===== src/rtl/cam_pkg.sv =====
// Shared constants for the camera frame capture block: geometry, FSM states,
// register map and STATUS flag positions.
package cam_pkg;

  localparam int unsigned IMG_W  = 320;
  localparam int unsigned IMG_H  = 240;
  localparam int unsigned ADDR_W = 17;
  localparam int unsigned CNT_W  = 9;
  localparam int unsigned FLAG_W = 3;

  typedef enum logic [1:0] {
    ST_IDLE = 2'd0,
    ST_SYNC = 2'd1,
    ST_CAPT = 2'd2
  } cap_state_e;

  localparam logic [3:0] REG_CTRL   = 4'h0;
  localparam logic [3:0] REG_STATUS = 4'h4;
  localparam logic [3:0] REG_LINES  = 4'h8;

  localparam int unsigned BIT_DONE  = 0;
  localparam int unsigned BIT_SHORT = 1;
  localparam int unsigned BIT_OVF   = 2;

endpackage


===== src/rtl/cam_pixel_pack.sv =====
// Packs two camera bytes (high byte first) into one RGB565 pixel; a flush or
// clear drops any half-received pixel.
module cam_pixel_pack (
  input  logic        clk,
  input  logic        rst,
  input  logic        clear,
  input  logic        byte_vld,
  input  logic [7:0]  cam_byte,
  input  logic        flush,
  output logic        pix_vld_c,
  output logic [15:0] pix_data_c,
  output logic        odd_c
);

  logic       phase_q;
  logic [7:0] hi_q;

  always_ff @(posedge clk) begin
    if (rst || clear || flush) begin
      phase_q <= 1'b0;
    end else if (byte_vld) begin
      phase_q <= ~phase_q;
    end
    if (rst) begin
      hi_q <= '0;
    end else if (byte_vld && !phase_q) begin
      hi_q <= cam_byte;
    end
  end

  assign pix_vld_c  = byte_vld & phase_q;
  assign pix_data_c = {hi_q, cam_byte};
  assign odd_c      = phase_q;

endmodule


===== src/rtl/cam_frame_capture.sv =====
// Captures one RGB565 frame from a DVP byte stream into CameraRAM, armed and
// monitored through a small AHB-Lite register file.
module cam_frame_capture #(
  parameter int unsigned IMG_W  = cam_pkg::IMG_W,
  parameter int unsigned IMG_H  = cam_pkg::IMG_H,
  parameter int unsigned ADDR_W = cam_pkg::ADDR_W
) (
  input  logic              clk,
  input  logic              rst,
  input  logic              cam_vsync,
  input  logic              cam_href,
  input  logic [7:0]        cam_data,
  input  logic              cam_bvld,
  output logic              ram_we,
  output logic [ADDR_W-1:0] ram_addr,
  output logic [15:0]       ram_wdata,
  input  logic              HSELS,
  input  logic [31:0]       HADDRS,
  input  logic [1:0]        HTRANSS,
  input  logic              HWRITES,
  input  logic [31:0]       HWDATAS,
  input  logic              HREADYS,
  output logic [31:0]       HRDATAS,
  output logic              HREADYOUTS,
  output logic              HRESPS,
  output logic              FrameDone
);
  import cam_pkg::*;

  localparam logic [CNT_W-1:0] W_LIM = CNT_W'(IMG_W);
  localparam logic [CNT_W-1:0] H_LIM = CNT_W'(IMG_H);

  cap_state_e        state_q, state_d;
  logic [CNT_W-1:0]  row_q, row_d, col_q, col_d;
  logic [FLAG_W-1:0] flags_q, flags_d, set_c, w1c_c;
  logic              we_d, done_d, clr_all_c;
  logic [ADDR_W-1:0] addr_d;
  logic [15:0]       wdata_d;

  logic vsync_q, href_q;
  logic vsync_fall_c, vsync_rise_c, href_fall_c;
  logic ahb_wr_q, ahb_sel_c, arm_c;
  logic [3:0] ahb_addr_q;
  logic capt_c, byte_vld_c, pix_vld_c, odd_c;
  logic [15:0] pix_data_c;
  logic unused_ok;

  assign vsync_fall_c = vsync_q & ~cam_vsync;
  assign vsync_rise_c = ~vsync_q & cam_vsync;
  assign href_fall_c  = href_q & ~cam_href;

  assign ahb_sel_c = HSELS & HTRANSS[1] & HREADYS;
  assign arm_c     = ahb_wr_q && (ahb_addr_q == REG_CTRL) && HWDATAS[0];
  assign w1c_c     = (ahb_wr_q && (ahb_addr_q == REG_STATUS)) ? HWDATAS[FLAG_W-1:0] : '0;

  assign HREADYOUTS = 1'b1;
  assign HRESPS     = 1'b0;
  assign unused_ok  = ^{HADDRS[31:4], HWDATAS[31:FLAG_W], HTRANSS[0]};

  assign capt_c     = (state_q == ST_CAPT);
  assign byte_vld_c = cam_bvld & cam_href & capt_c;

  cam_pixel_pack u_pack (
    .clk        (clk),
    .rst        (rst),
    .clear      (~capt_c),
    .byte_vld   (byte_vld_c),
    .cam_byte   (cam_data),
    .flush      (href_fall_c),
    .pix_vld_c  (pix_vld_c),
    .pix_data_c (pix_data_c),
    .odd_c      (odd_c)
  );

  // Next-state, counters, RAM write request and flag updates.
  always_comb begin
    state_d   = state_q;
    row_d     = row_q;
    col_d     = col_q;
    we_d      = 1'b0;
    addr_d    = ram_addr;
    wdata_d   = ram_wdata;
    set_c     = '0;
    done_d    = 1'b0;
    clr_all_c = 1'b0;
    case (state_q)
      ST_IDLE: begin
        if (arm_c) begin
          state_d   = ST_SYNC;
          clr_all_c = 1'b1;
        end
      end
      ST_SYNC: begin
        if (vsync_fall_c) begin
          state_d = ST_CAPT;
          row_d   = '0;
          col_d   = '0;
        end
      end
      ST_CAPT: begin
        if (pix_vld_c) begin
          if ((col_q < W_LIM) && (row_q < H_LIM)) begin
            we_d    = 1'b1;
            addr_d  = ADDR_W'(row_q) * ADDR_W'(IMG_W) + ADDR_W'(col_q);
            wdata_d = pix_data_c;
            col_d   = col_q + CNT_W'(1);
          end else begin
            set_c[BIT_OVF] = 1'b1;
          end
        end
        // Line close happens before any frame-end decision in the same cycle.
        if (href_fall_c) begin
          if ((col_q != W_LIM) || odd_c) set_c[BIT_SHORT] = 1'b1;
          if (row_q < H_LIM) row_d = row_q + CNT_W'(1);
          col_d = '0;
        end
        if (vsync_rise_c && (row_d < H_LIM)) set_c[BIT_SHORT] = 1'b1;
        if ((href_fall_c && (row_d == H_LIM)) || vsync_rise_c) begin
          set_c[BIT_DONE] = 1'b1;
          done_d          = 1'b1;
          we_d            = 1'b0;
          state_d         = ST_IDLE;
        end
      end
      default: state_d = ST_IDLE;
    endcase
    flags_d = clr_all_c ? '0 : ((flags_q & ~w1c_c) | set_c);
  end

  always_ff @(posedge clk) begin
    if (rst) begin
      state_q    <= ST_IDLE;
      row_q      <= '0;
      col_q      <= '0;
      flags_q    <= '0;
      ram_we     <= 1'b0;
      ram_addr   <= '0;
      ram_wdata  <= '0;
      FrameDone  <= 1'b0;
      vsync_q    <= 1'b0;
      href_q     <= 1'b0;
      ahb_wr_q   <= 1'b0;
      ahb_addr_q <= '0;
    end else begin
      state_q    <= state_d;
      row_q      <= row_d;
      col_q      <= col_d;
      flags_q    <= flags_d;
      ram_we     <= we_d;
      ram_addr   <= addr_d;
      ram_wdata  <= wdata_d;
      FrameDone  <= done_d;
      vsync_q    <= cam_vsync;
      href_q     <= cam_href;
      ahb_wr_q   <= ahb_sel_c & HWRITES;
      if (ahb_sel_c) ahb_addr_q <= HADDRS[3:0];
    end
  end

  // Read data follows the address latched in the preceding address phase.
  always_comb begin
    HRDATAS = '0;
    case (ahb_addr_q)
      REG_CTRL:   HRDATAS = {31'b0, (state_q != ST_IDLE)};
      REG_STATUS: HRDATAS = 32'(flags_q);
      REG_LINES:  HRDATAS = 32'(row_q);
      default:    HRDATAS = '0;
    endcase
  end

endmodule

===== config.mk =====
export PLATFORM = sky130hd
export DESIGN_NAME = cam_frame_capture
export DESIGN_NICKNAME = d
export VERILOG_FILES = /design/src/rtl/cam_pkg.sv /design/src/rtl/cam_pixel_pack.sv /design/src/rtl/cam_frame_capture.sv
export SDC_FILE = /design/constraint.sdc
export NUM_CORES = 1
export LEC_CHECK = 0
export ABC_AREA = 0
export CAP_MARGIN = 20
export CORE_UTILIZATION = 45
export CTS_CLUSTER_SIZE = 28
export DETAILED_ROUTE_END_ITERATION = 7
export PLACE_DENSITY_LB_ADDON = 0.1
export SYNTH_ARGS = -nofsm -noshare
export SYNTH_HDL_FRONTEND = slang
export SYNTH_SLANG_ARGS = --single-unit

===== constraint.sdc =====
create_clock -name clk -period 5.75 [get_ports clk]
set_clock_uncertainty 0.2 [all_clocks]
set_input_delay 1.15 -clock clk [delete_from_list [all_inputs] [get_ports clk]]
set_output_delay 1.15 -clock clk [all_outputs]
set_load 0.01 [all_outputs]

==> reports/qor.yml <==
status: "finished, violations left"
violations: "design-rule violations"
max_freq_mhz: 291
portBuffers: 67
area_growth_pct: 19.6
grt_antenna_before_repair: 0
path_clk_slew_ns: 0.09
cts_max_path_buffers: 2
wl_met2_um: 4580
nNetsFinal: 654
r2r_cells: 8
cts_tree: "yes"
hpwlAfterDp_um: 6710
post_cts_buffers: 0
routedWlPerCell_um: 14.7
grt_pass1_wl_um: 16000
cts_sinks: 74
insertion_delay_ns: 0.35
setup_violations: 0
ys_types: 63
wl_met3_um: 397
ys_async_sr_fraction: 0
p_int_mw: 0.774
clock_power_share: 0.435
pwr_density_cell_nw_per_um2: 202
drv_cap: 0
grt.overflow.total: 0
hold_buffers: 0
drt-met1-wl_um: 4640
p_sw_mw: 0.223
track_usage: 0.206
r2r_slack_ns: 2.61
max_slew.worst_pin.slew_ns: 0.985
yosysSeqAreaShare: 0.358
period_minus_slack_ns: 3.44
worstPathMaxFanout: 8
initial_core_util: 0.469
via_count: 3644
switching_share: 0.224
diodes: 0
vias_per_cell: 5.51
fill_cells: 840
synth-seq-cells: 74
ys_warn_count: 0
fp.dieH_um: 97.8
min_path_type: "reg -> reg"
critPathLaunch: "ahb_addr_q[3]"
critical_path_required_ns: 4.40
syn-mean-instance-area_um2: 8.37
grt_pass1_vias: 3354
hold_start: "ram_addr[9]"
drv_slew: 0
relSlewSlack: 0.342
wl_um: 9710
rsz0062_at_grt: "no"
drive_gt1_frac: 0.0669
fp-row-count: 34
hold_viol: 0
path_class: "reg -> out"
r2r_end: "ram_addr[16]"
core_um2: 8810
arrival_ns: 2.09
placedInstanceArea_um2: 4740
drt_iter0_drc: 242
critPathLaunchType: "register"
io_pins: 151
netlist_area_um2: 4130
cts_inserted_buffers: 9
synth_enable_flop_cells: 0
seqPwrFrac: 0.518
dr.pass1.iters: 7
cts_htree_levels: 3
postCtsResizedCells: 0
utilization: 0.562
crit_path_end_kind: "output port"
top_layer_used: "met4"
place.gp.congestion: 0.883
root_buffer: "clkbuf_8"
dieArea_um2: 9570
grt_max_degree: 69
combPwrFrac: 0.048
vdd_drop_max_mv: 0.133
drc: 14
die_x_um: 97.8
setup-tns-final_ns: 0
r2r-start: "row_q[1]"
design_area_um2: 4940
ys.flop_type: "dfxtp_1"
synth_cells: 494
finalCritPeriodShare: 0.598
min_path_cells: 2
leakage_nw: 1.82
min_to: "ram_addr[9]"
antenna_left: 0
## per-layer routing
layer / track usage / up-vias
met4: 0.0629 / 0
li1: - / 1831
met2: 0.332 / 91
met1: 0.280 / 1713
met3: 0.0379 / 9
met5: 0 / -
## worst max path at each step
stage	cells after the start	end
6_report	4	HRDATAS[2]
4_1_cts	6	ram_addr[15]
3_5_place_dp	6	ram_addr[15]
5_1_grt	4	HRDATAS[1]
2_1_floorplan	8	ram_addr[16]
3_3_place_gp	6	ram_addr[15]
## cell type report
cell class / instances / area, um2 / share of cell area
Tap cell: 108 / 135 / 0.0273
Sequential cell: 74 / 1480 / 0.300
Inverter: 11 / 41.3 / 0.00835
Multi-Input combinational cell: 385 / 2400 / 0.486
Timing Repair Buffer: 69 / 681 / 0.138
Clock buffer: 9 / 124 / 0.0251
Clock inverter: 5 / 81.3 / 0.0164
## metrics by stage
step	total power [mW]	hold WS [ns]	cells	worst slack [ns]
floorplan	0.565	0.231	517	3.07
CTS	1.01	0.254	661	2.30
global placement	0.575	0.239	647	2.02
detailed placement	0.575	0.243	647	1.93
global route	1.03	0.278	661	2.12
finish	0.997	0.254	661	2.31
## cell usage after synthesis, types with 3 or more instances
library cell | instances | area [um2]
nand2_1 | 67 | 251
a22oi_1 | 3 | 22.5
a31oi_1 | 7 | 43.8
xnor2_1 | 4 | 35.0
o21ai_0 | 21 | 105
and4_1 | 3 | 26.3
or3_1 | 3 | 18.8
mux2i_1 | 14 | 140
nand3_1 | 7 | 35.0
xor2_1 | 4 | 35.0
buf_2 | 3 | 15.0
nand2b_1 | 3 | 18.8
inv_1 | 11 | 41.3
and2_1 | 4 | 25.0
a21oi_1 | 50 | 250
nand4_1 | 6 | 37.5
a211oi_1 | 10 | 75.1
and3_1 | 12 | 75.1
or4_1 | 3 | 22.5
nor2b_1 | 10 | 62.6
ha_1 | 20 | 250
a311oi_1 | 8 | 70.1
buf_4 | 29 | 218
clkbuf_1 | 13 | 48.8
nor3_1 | 12 | 60.1
nor3b_1 | 5 | 37.5
nor2_1 | 36 | 135
a31o_2 | 4 | 35.0
a41oi_1 | 3 | 26.3
o21a_1 | 5 | 37.5
dfxtp_1 | 74 | 1480
## kinds of logic (layout without fill, tap and decap cells)
family	count (synthesis)	count (layout)	synth area share
XOR/XNOR	8	8	0.0169
buffers and inverters	58	94	0.0817
AO/OA/AOI/OAI	123	123	0.188
multiplexers	14	14	0.0339
adder cells (fa/ha/maj)	22	22	0.0702
other	2	25	0.00182
AND/OR/NAND/NOR	193	193	0.249
flip-flops	74	74	0.358
## power by group through the flow
stage                     Combinational, mW  Clock, mW  Sequential [mW]
final                                0.0475      0.433            0.516
after CTS                            0.0473      0.444            0.516
after global routing                 0.0519      0.466            0.516
after global placement               0.0469          0            0.528
after floorplan                      0.0377          0            0.527
after detailed placement             0.0472          0            0.528
## layout by cell type, fill, tap and decap left out, types with 5 or more instances in the layout
cell             Yosys  layout
a211oi_1            10      10
a21oi_1             50      50
a311oi_1             8       8
a31oi_1              7       7
and3_1              12      12
clkbuf_8             0       9
clkdlybuf4s50_1      0      66
conb_1               2      25
dfxtp_1             74      74
ha_1                20      20
inv_1               11      11
mux2i_1             14      14
nand2_1             67      67
nand3_1              7       7
nand4_1              6       6
nor2_1              36      36
nor2b_1             10      10
nor3_1              12      12
nor3b_1              5       5
o21a_1               5       5
o21ai_0             21      21
## critical path, stage by stage, from the launching register on
cell             delay, ns
dfxtp_1               0.44
nor2b_1               0.42
a22oi_1               0.17
nor3_1                0.14
clkdlybuf4s50_1       0.56
## flip-flops by register name (all words and copies together) (netlist names), 2 cells and up
| signal | cells |
|---|---|
| ahb_addr_q | 4 |
| col_q | 9 |
| flags_q | 3 |
| ram_addr | 17 |
| ram_wdata | 16 |
| row_q | 9 |
| state_q | 2 |
| u_pack.hi_q | 8 |
(Power assumes the default switching activity.)
